--- src/rtl/uart_frame_builder.sv ---
// uart_frame_builder
//   Periodically snapshots thirteen BCD-encoded channel voltages and streams
//   them as one ASCII text frame into a downstream UART FIFO, one byte every
//   other cycle at most, stalling while the FIFO reports full.
//
//   Each channel renders as "Cnn:D.DDDV " and the frame ends with CR LF,
//   giving 13 * 11 + 2 = 145 bytes per frame.
//
// Ports
//   clk        : single clock for all logic
//   rst        : synchronous, active-high reset
//   enable     : permission to start a new frame (a running frame always completes)
//   in0..in12  : channel voltages, 4 BCD digits each (volts . tenths hundredths thousandths)
//   tx_full    : downstream FIFO full flag, stalls byte emission
//   w_data     : registered ASCII byte to the FIFO
//   wr_uart    : registered one-cycle write strobe qualifying w_data
//   busy       : high while a frame is being snapshotted or emitted
//   frame_done : one-cycle pulse coincident with the final byte's strobe
module uart_frame_builder #(
  parameter int FRAME_PERIOD = 6500000
) (
  input  logic        clk,
  input  logic        rst,
  input  logic        enable,
  input  logic [15:0] in0,
  input  logic [15:0] in1,
  input  logic [15:0] in2,
  input  logic [15:0] in3,
  input  logic [15:0] in4,
  input  logic [15:0] in5,
  input  logic [15:0] in6,
  input  logic [15:0] in7,
  input  logic [15:0] in8,
  input  logic [15:0] in9,
  input  logic [15:0] in10,
  input  logic [15:0] in11,
  input  logic [15:0] in12,
  input  logic        tx_full,
  output logic [7:0]  w_data,
  output logic        wr_uart,
  output logic        busy,
  output logic        frame_done
);

  localparam int CW = (FRAME_PERIOD > 1) ? $clog2(FRAME_PERIOD) : 1;
  localparam logic [CW-1:0] CNT_LAST = CW'(FRAME_PERIOD - 1);

  // Channel index 13 selects the CR LF trailer.
  localparam logic [3:0] CH_TRAILER = 4'd13;
  localparam logic [3:0] BYTE_LAST  = 4'd10;

  typedef enum logic [1:0] {IDLE, SNAP, EMIT, GAP} state_t;

  state_t          state, state_next;
  logic [CW-1:0]   period_cnt;
  logic            tick;
  logic [3:0]      ch_idx, ch_next;
  logic [3:0]      byte_idx, byte_next;
  logic [15:0]     live [13];
  logic [15:0]     snap [13];
  logic [3:0]      ch_sel;
  logic [15:0]     cur_val;
  logic [3:0]      ch_ones;
  logic [7:0]      cur_byte;
  logic [7:0]      w_data_next;
  logic            wr_next;
  logic            done_next;

  function automatic logic [7:0] bcd_char(input logic [3:0] d);
    return (d <= 4'd9) ? (8'h30 + {4'h0, d}) : 8'h3F;
  endfunction

  always_comb begin
    live[0]  = in0;
    live[1]  = in1;
    live[2]  = in2;
    live[3]  = in3;
    live[4]  = in4;
    live[5]  = in5;
    live[6]  = in6;
    live[7]  = in7;
    live[8]  = in8;
    live[9]  = in9;
    live[10] = in10;
    live[11] = in11;
    live[12] = in12;
  end

  assign tick = (period_cnt == CNT_LAST);
  assign busy = (state != IDLE);

  // Byte currently due for emission, formatted from the snapshot only.
  // While in the trailer the channel select is parked at 0 so the array
  // index stays in range.
  always_comb begin
    ch_sel   = (ch_idx < CH_TRAILER) ? ch_idx : 4'd0;
    cur_val  = snap[ch_sel];
    ch_ones  = (ch_idx >= 4'd10) ? (ch_idx - 4'd10) : ch_idx;
    cur_byte = 8'h00;
    if (ch_idx == CH_TRAILER) begin
      cur_byte = (byte_idx == 4'd0) ? 8'h0D : 8'h0A;
    end else begin
      case (byte_idx)
        4'd0:    cur_byte = 8'h43;
        4'd1:    cur_byte = (ch_idx >= 4'd10) ? 8'h31 : 8'h30;
        4'd2:    cur_byte = 8'h30 + {4'h0, ch_ones};
        4'd3:    cur_byte = 8'h3A;
        4'd4:    cur_byte = bcd_char(cur_val[15:12]);
        4'd5:    cur_byte = 8'h2E;
        4'd6:    cur_byte = bcd_char(cur_val[11:8]);
        4'd7:    cur_byte = bcd_char(cur_val[7:4]);
        4'd8:    cur_byte = bcd_char(cur_val[3:0]);
        4'd9:    cur_byte = 8'h56;
        default: cur_byte = 8'h20;
      endcase
    end
  end

  // Next-state and next-output logic. A byte is only emitted from EMIT, and
  // EMIT always hands over to GAP for one cycle, which keeps strobes apart.
  always_comb begin
    state_next  = state;
    ch_next     = ch_idx;
    byte_next   = byte_idx;
    w_data_next = w_data;
    wr_next     = 1'b0;
    done_next   = 1'b0;
    case (state)
      IDLE: begin
        if (tick && enable) state_next = SNAP;
      end
      SNAP: begin
        ch_next    = 4'd0;
        byte_next  = 4'd0;
        state_next = EMIT;
      end
      EMIT: begin
        if (!tx_full) begin
          wr_next     = 1'b1;
          w_data_next = cur_byte;
          state_next  = GAP;
          if (ch_idx == CH_TRAILER) begin
            if (byte_idx == 4'd1) begin
              done_next  = 1'b1;
              state_next = IDLE;
              ch_next    = 4'd0;
              byte_next  = 4'd0;
            end else begin
              byte_next = byte_idx + 4'd1;
            end
          end else if (byte_idx == BYTE_LAST) begin
            byte_next = 4'd0;
            ch_next   = ch_idx + 4'd1;
          end else begin
            byte_next = byte_idx + 4'd1;
          end
        end
      end
      GAP: begin
        state_next = EMIT;
      end
      default: state_next = IDLE;
    endcase
  end

  // State, indices, snapshot and registered outputs. The period counter
  // free-runs regardless of state so frame starts stay on a fixed grid;
  // ticks arriving while a frame is running are simply dropped.
  always_ff @(posedge clk) begin
    if (rst) begin
      state      <= IDLE;
      period_cnt <= '0;
      ch_idx     <= 4'd0;
      byte_idx   <= 4'd0;
      w_data     <= 8'h00;
      wr_uart    <= 1'b0;
      frame_done <= 1'b0;
      for (int i = 0; i < 13; i++) snap[i] <= 16'h0000;
    end else begin
      period_cnt <= tick ? '0 : (period_cnt + 1'b1);
      state      <= state_next;
      ch_idx     <= ch_next;
      byte_idx   <= byte_next;
      w_data     <= w_data_next;
      wr_uart    <= wr_next;
      frame_done <= done_next;
      if (state == SNAP) begin
        for (int i = 0; i < 13; i++) snap[i] <= live[i];
      end
    end
  end

endmodule

--- config.mk ---
export PLATFORM = sky130hd
export DESIGN_NAME = uart_frame_builder
export DESIGN_NICKNAME = d
export VERILOG_FILES = /design/src/rtl/uart_frame_builder.sv
export SDC_FILE = /design/constraint.sdc
export NUM_CORES = 1
export LEC_CHECK = 0
export BUFFER_PORTS_ARGS = -buffer_cell sky130_fd_sc_hd__buf_4
export CELL_PAD_IN_SITES_DETAIL_PLACEMENT = 1
export CELL_PAD_IN_SITES_GLOBAL_PLACEMENT = 2
export CORE_ASPECT_RATIO = 0.6
export CORE_UTILIZATION = 33
export DETAILED_ROUTE_END_ITERATION = 6
export PLACE_DENSITY = 0.72
export SKIP_LAST_GASP = 1
export SYNTH_ARGS = -nofsm -noshare
export SYNTH_HDL_FRONTEND = slang
export SYNTH_SLANG_ARGS = --single-unit
--- constraint.sdc ---
create_clock -name clk -period 5.8 [get_ports clk]
set_input_delay 0.29 -clock clk [delete_from_list [all_inputs] [get_ports clk]]
set_output_delay 0.29 -clock clk [all_outputs]
set_load 0.05 [all_outputs]
==> flow_summary.yaml, run 1 <==
status:
  status: "complete, no violations"
global_route:
  grt.busiest_layer: "met1"
  grt_usage_pct: 20.6
  grt_util_met3_pct: 4.24
  antenna_found_initial: 0
  grt_pass1_wl_um: 58000
  gr-usage-met2_pct: 29.9
  grt_overflow: 0
  use_met1_pct: 31.6
  grt_pass1_vias: 9197
  grt_max_degree: 97
yosys:
  netlist-cell-type-count: 73
  synth_fp_nets: 1279
  ys_seq_area_share_pct: 58.2
  syn-cell-area_um2: 12200
  synth-edff-count: 208
  synth_top_flop_cell: "edfxtp_1"
  synthArstFlopShare_pct: 0
  synth_seq_cells: 250
  ys_warn_count: 0
  synth_cells: 1064
  avgSynthCellArea_um2: 11.4
sta:
  fmax_mhz: 290
  rsz0062_at_grt: "no"
  maxSlewHeadroom_pct: 23.2
  drv_slew: 0
  final.setup_skew_ns: 0.0110
  finalCritPeriodShare_pct: 59.4
  setup_viol: 0
  fin_tns_setup_ns: 0
  fin_ws_ns: 2.36
  finalCriticalPeriod_ns: 3.44
  whs_ns: 0.0209
  hold_violations: 0
  max_slew.worst_pin.slew_ns: 1.15
worst_setup_path:
  path_class: "reg2reg"
  crit_family: "compound AO/OA/AOI/OAI gates"
  rrSetupSlack_ns: 2.36
  path_buf_inv: 1
  critical_path.endpoint_type: "flip-flop"
  cpPeakStageDelay_ns: 0.84
  crit_chain: "buf_4 -> nand3b_1 -> o32a_1 -> o211ai_1 -> a32oi_1 -> a32oi_1 -> nand3b_1 -> a221oi_1 -> nor3_1"
  arrival_ns: 3.85
  cp_max_fo: 36
  r2r-start: "ch_idx[1]$_SDFFE_PP0P_"
  rr_worst_depth: 9
  reg2reg_to: "w_data[1]$_SDFFE_PP0P_"
  worstPathRequired_ns: 6.20
  cp_slowest_cell: "dfxtp_2"
  startpoint: "ch_idx[1]$_SDFFE_PP0P_"
  start_kind: "flip-flop"
clock_tree:
  clk_latency_ns: 0.54
  clockBufferDepth: 3
  post_cts_buffers: 0
  cts_tree: "built"
  htreeDepth: 1
  cts.sinks: 250
  clock-root-buffer: "clkbuf_16"
  clkSlewWorstSetupHoldPaths_ns: 0.07
  numCtsBuffers: 26
run:
  maxCapViolCount: 0
power_and_ir_drop:
  p_total_mw: 3.91
  ir_drop_v: 0.000165
  leakage_nw: 5.59
  p_per_area_nw_per_um2: 260
floorplanning:
  ios: 223
  row_count: 54
  core-area_um2: 36300
  die_h_um: 151
  start_util_pct: 33.5
  dieArea_um2: 37700
  die_w_um: 250
finish:
  fin_nets: 1461
  drive_above_1_share_pct: 23.9
  n_antenna_cell: 0
  areaGrowthSynthToFinish_pct: 23.5
  fin_util_pct: 41.3
drt:
  drtIter0Drc: 758
  dr.pass1.iters: 5
  drc: 0
  wl_per_cell_um: 22.4
  vias: 9055
  viasPerCell: 5.20
  drtAntennaViolNets: 0
  wl_um: 39100
placement:
  place_ws_ns: 2.39
  gp_congestion: 0.869
  portBuffers: 221
  dp_hpwl_um: 28300
min_path:
  hp-start: "in7[15]"
  hold_path_depth: 2
  holdPathEnd: "snap[7][15]$_SDFFCE_PN0P_"
  min_path_type: "in2reg"
state kept, by name, indices dropped and copies added, names as in the netlist:
name,count
snap,208
wr_uart,1
frame_done,1
ch_idx,4
byte_idx,4
period_cnt,23
w_data,7
state,2
area by class of cell:
cell class                      count  area [µm²]
Multi-Input combinational cell    717        4670
Fill cell                        3900       21300
Sequential cell                   250        7090
Clock inverter                     17         140
Clock buffer                       31         691
Tap cell                          476         596
Inverter                           17        63.8
Timing Repair Buffer              234        1780
layout by cell type, fill, tap and decap left out, types with 5 or more instances in the layout:
cell type and instances:
xnor2_1 5, mux2_2 9, and2_1 167, and3_1 5, mux2i_1 23, clkbuf_16 27, dfxtp_1 38, a221oi_1 13
o221ai_1 6, nand2b_1 5, nand4_1 9, a2bb2oi_1 7, a32oi_1 6, buf_4 229, nand3_1 15, mux4_2 5
a211oi_1 6, o21ai_0 44, o22ai_1 18, a21oi_1 57, nor3_1 16, o2bb2ai_1 15, nand2_1 65, or3_1 6
xor2_1 14, nor2_1 44, a22oi_1 5, nor2b_1 58, clkinv_1 9, inv_1 15, a221o_1 9, edfxtp_1 208
o211ai_1 9
cells by family after synthesis:
logic type / synth area share (%)
AOI/OAI and AO/OA: 13.4
xor gates and xnor gates: 1.37
adders and majority gates: 0.308
buffers and inverters: 3.58
DFF: 58.2
muxes: 3.65
other: 0.0308
and+or+nand+nor: 19.4
layer usage:
metal | vias up | share of wire (%)
met5 | - | 0
met4 | 0 | 1.7
met3 | 36 | 5.9
met2 | 258 | 42
met1 | 4494 | 51
li1 | 4267 | -
cell usage after synthesis, drive strengths merged, types with 9 or more instances:
library cell	number	share of area (%)
nand2	65	2.0
nand4	9	0.46
nor2	45	1.4
and2	169	8.7
buf	32	1.6
dfxtp	42	6.9
o2bb2ai	15	1.1
o211ai	9	0.55
inv	15	0.46
a21oi	58	2.4
xor2	14	1.0
a221o	9	0.74
mux2i	23	1.9
edfxtp	208	51
mux2	9	0.83
nand3	15	0.62
nor2b	58	3.0
o21ai	45	1.9
nor3	16	0.66
o22ai	18	0.92
a221oi	14	1.1
or3	10	0.59
clkbuf	48	1.5
stage by stage:
step           instances  cell area [µm²]
6_report            1742            15000
5_1_grt             1742            15000
4_1_cts             1742            15000
3_5_place_dp        1690            14200
3_3_place_gp        1690            14200
2_1_floorplan       1064            12200
what timing repair did:
| action | CTS | global route |
|---|---|---|
| endpoints found under the hold margin | 4 | 0 |
| resized for setup | 0 | 0 |
| setup endpoints to repair | 0 | 0 |
| hold buffers | 4 | 0 |
where the power goes:
part	internal (mW)	switching [mW]
clock	0.938	0.719
sequential	2.01	0.0300
combinational	0.124	0.0940
total	3.07	0.843
worst max path at each step:
| stage | depth (start not counted) | slack (ns) | end |
|---|---|---|---|
| 2_1_floorplan | 4 | 1.97 | ch_idx[1]$_SDFFE_PP0P_ |
| 3_3_place_gp | 9 | 2.49 | w_data[1]$_SDFFE_PP0P_ |
| 3_5_place_dp | 9 | 2.39 | w_data[1]$_SDFFE_PP0P_ |
| 4_1_cts | 9 | 2.38 | w_data[1]$_SDFFE_PP0P_ |
| 5_1_grt | 9 | 2.05 | w_data[0]$_SDFFE_PP0P_ |
| 6_report | 9 | 2.36 | w_data[1]$_SDFFE_PP0P_ |
No activity file was read; power rests on OpenSTA's default activity.
==> run 2: changes to the inputs <==
==> constraint.sdc (replaced) <==
create_clock -name clk -period 3.1 [get_ports clk]
set_input_delay 0.155 -clock clk [delete_from_list [all_inputs] [get_ports clk]]
set_output_delay 0.155 -clock clk [all_outputs]
set_load 0.05 [all_outputs]
==> run 2 against run 1 <==
Compared with the run above:
- sequential share of layout area down 5.9 points
- die area unchanged
- critical path depth unchanged
- maximum frequency up 23%
- wire length up 9.3%
- first-iteration DRC count down 14%
- clock skew up 0.023 ns
- critical path type unchanged
- highest routed layer unchanged
==> flow_summary.yaml, run 2 (same netlist as run 1, synthesis figures left out) <==
finish:
  largest_reg_flops: 208
  drive_above_1_share_pct: 21.5
  final_common_cell: "buf_4"
  mostFrequentLayoutCells: "buf_4 (253), edfxtp_1 (208), dlygate4sd3_1 (206)"
  reg.largest.list: "snap x208, period_cnt x23, w_data x7"
  regMostFlops: "snap"
  areaGrowthSynthToFinish_pct: 41.1
  fin_nets: 1689
  n_antenna_cell: 0
  final_area_um2: 17200
  fin_util_pct: 47.2
drt:
  vias: 9877
  wl_um: 42700
  viasPerCell: 5.02
  dr.pass1.iters: 5
  drtAntennaViolNets: 0
  drc: 0
  drtIter0Drc: 650
  wl_per_cell_um: 21.7
sta:
  final.setup_skew_ns: 0.0341
  maxSlewHeadroom_pct: 51.1
  fin_tns_setup_ns: 0
  max_slew.worst_pin.slew_ns: 0.734
  finalCriticalPeriod_ns: 2.80
  finalCritPeriodShare_pct: 90.2
  hold_violations: 0
  setup_viol: 0
  drv_slew: 0
  fmax_mhz: 358
  whs_ns: 0.0229
  rsz0062_at_grt: "no"
floorplanning:
  ios: 223
  core-area_um2: 36300
  dieArea_um2: 37700
  start_util_pct: 33.5
  row_count: 54
  die_h_um: 151
  die_w_um: 250
power_and_ir_drop:
  ir_drop_v: 0.000300
  combPwrFrac_pct: 8.8
  power_switching_mw: 1.59
  swShare_pct: 22.1
  p_per_area_nw_per_um2: 421
  internal_power_mw: 5.63
  leakage_nw: 6.51
  power_frac_clock_pct: 38.4
  p_seq_share_pct: 52.8
placement:
  dp_hpwl_um: 29000
  gp_congestion: 0.878
  place_area_um2: 14400
  portBuffers: 221
worst_setup_path:
  worstPathRequired_ns: 3.55
  cp_max_fo: 13
  startpoint: "ch_idx[3]$_SDFFE_PP0P_"
  rrSetupSlack_ns: 0.30
  path_class: "reg2reg"
  endpoint: "w_data[0]$_SDFFE_PP0P_"
  start_kind: "flip-flop"
  r2r-start: "ch_idx[3]$_SDFFE_PP0P_"
  rr_worst_depth: 9
  arrival_ns: 3.24
  reg2reg_to: "w_data[0]$_SDFFE_PP0P_"
  critical_path.endpoint_type: "flip-flop"
clock_tree:
  post_cts_resized: 0
  clockBufferDepth: 3
  cts.sinks: 250
  clk_latency_ns: 0.56
  clkSlewWorstSetupHoldPaths_ns: 0.07
  htreeDepth: 1
  numCtsBuffers: 25
  clock-root-buffer: "clkbuf_16"
  post_cts_buffers: 0
  cts_tree: "built"
global_route:
  grt_pass1_vias: 10300
  grt_max_degree: 96
  grt_overflow: 0
  grt_usage_pct: 22.6
  grt_pass1_wl_um: 63600
  antenna_found_initial: 0
status:
  status: "complete, no violations"
min_path:
  min_path_type: "in2reg"
run:
  maxCapViolCount: 0
==> run 2: through the flow <==
step           instances  total power, mW  setup slack [ns]
2_1_floorplan       1064             4.00             0.473
3_3_place_gp        1717             4.30             0.332
3_5_place_dp        1717             4.30             0.304
4_1_cts             1967             7.29             0.307
5_1_grt             1967             7.46             0.124
6_report            1967             7.22             0.304
==> run 2: worst min path at each step <==
stage	start	endpoint	slack (ns)	cells after the start
after floorplan	in0[0]	snap[0][0]$_SDFFCE_PN0P_	0.35	1
after global placement	in9[1]	snap[9][1]$_SDFFCE_PN0P_	0.44	2
after detailed placement	in8[8]	snap[8][8]$_SDFFCE_PN0P_	0.44	2
after CTS	in12[5]	snap[12][5]$_SDFFCE_PP0P_	0.01	2
after global routing	in10[5]	snap[10][5]$_SDFFCE_PP0P_	0.005	2
final	in12[0]	snap[12][0]$_SDFFCE_PP0P_	0.02	2
==> run 2: per-layer routing <==
layer | GRT usage, % | up-vias | wire (µm)
li1 | - | 4714 | -
met5 | 0 | - | 0
met1 | 32.5 | 4846 | 20600
met2 | 35.6 | 275 | 19300
met3 | 4.61 | 42 | 2270
met4 | 3.59 | 0 | 573
==> run 2: repair_timing <==
item | CTS | global route
hold buffers | 206 | 0
endpoints found under the hold margin | 206 | 0
endpoints found under the setup margin | 0 | 0
==> run 2: critical path: stages (launching register included) <==
cell and delay [ns]:
dfxtp_2 0.44, buf_4 0.24, a21boi_1 0.52, mux2_2 0.45, o21ai_0 0.31, o211ai_1 0.16, o2111ai_1 0.11, nand4_1 0.13
a221oi_1 0.28, nor2_1 0.07
==> run 2: final cells by class <==
class                   instances  area, µm²
inverters                      17       63.8
multi-input cells             717       4670
repair buffers                463       4040
flip-flops and latches        250       7100
clock inverters                14       63.8
well taps                     476        596
fillers                      3886      19200
clock buffers                  30        644
==> run 2: power groups by stage <==
stage	clock network [mW]	registers, mW	logic (mW)
final	2.77	3.81	0.635
after global routing	2.96	3.82	0.681
after CTS	2.85	3.81	0.630
after detailed placement	0	3.88	0.418
after global placement	0	3.89	0.414
after floorplan	0	3.85	0.141
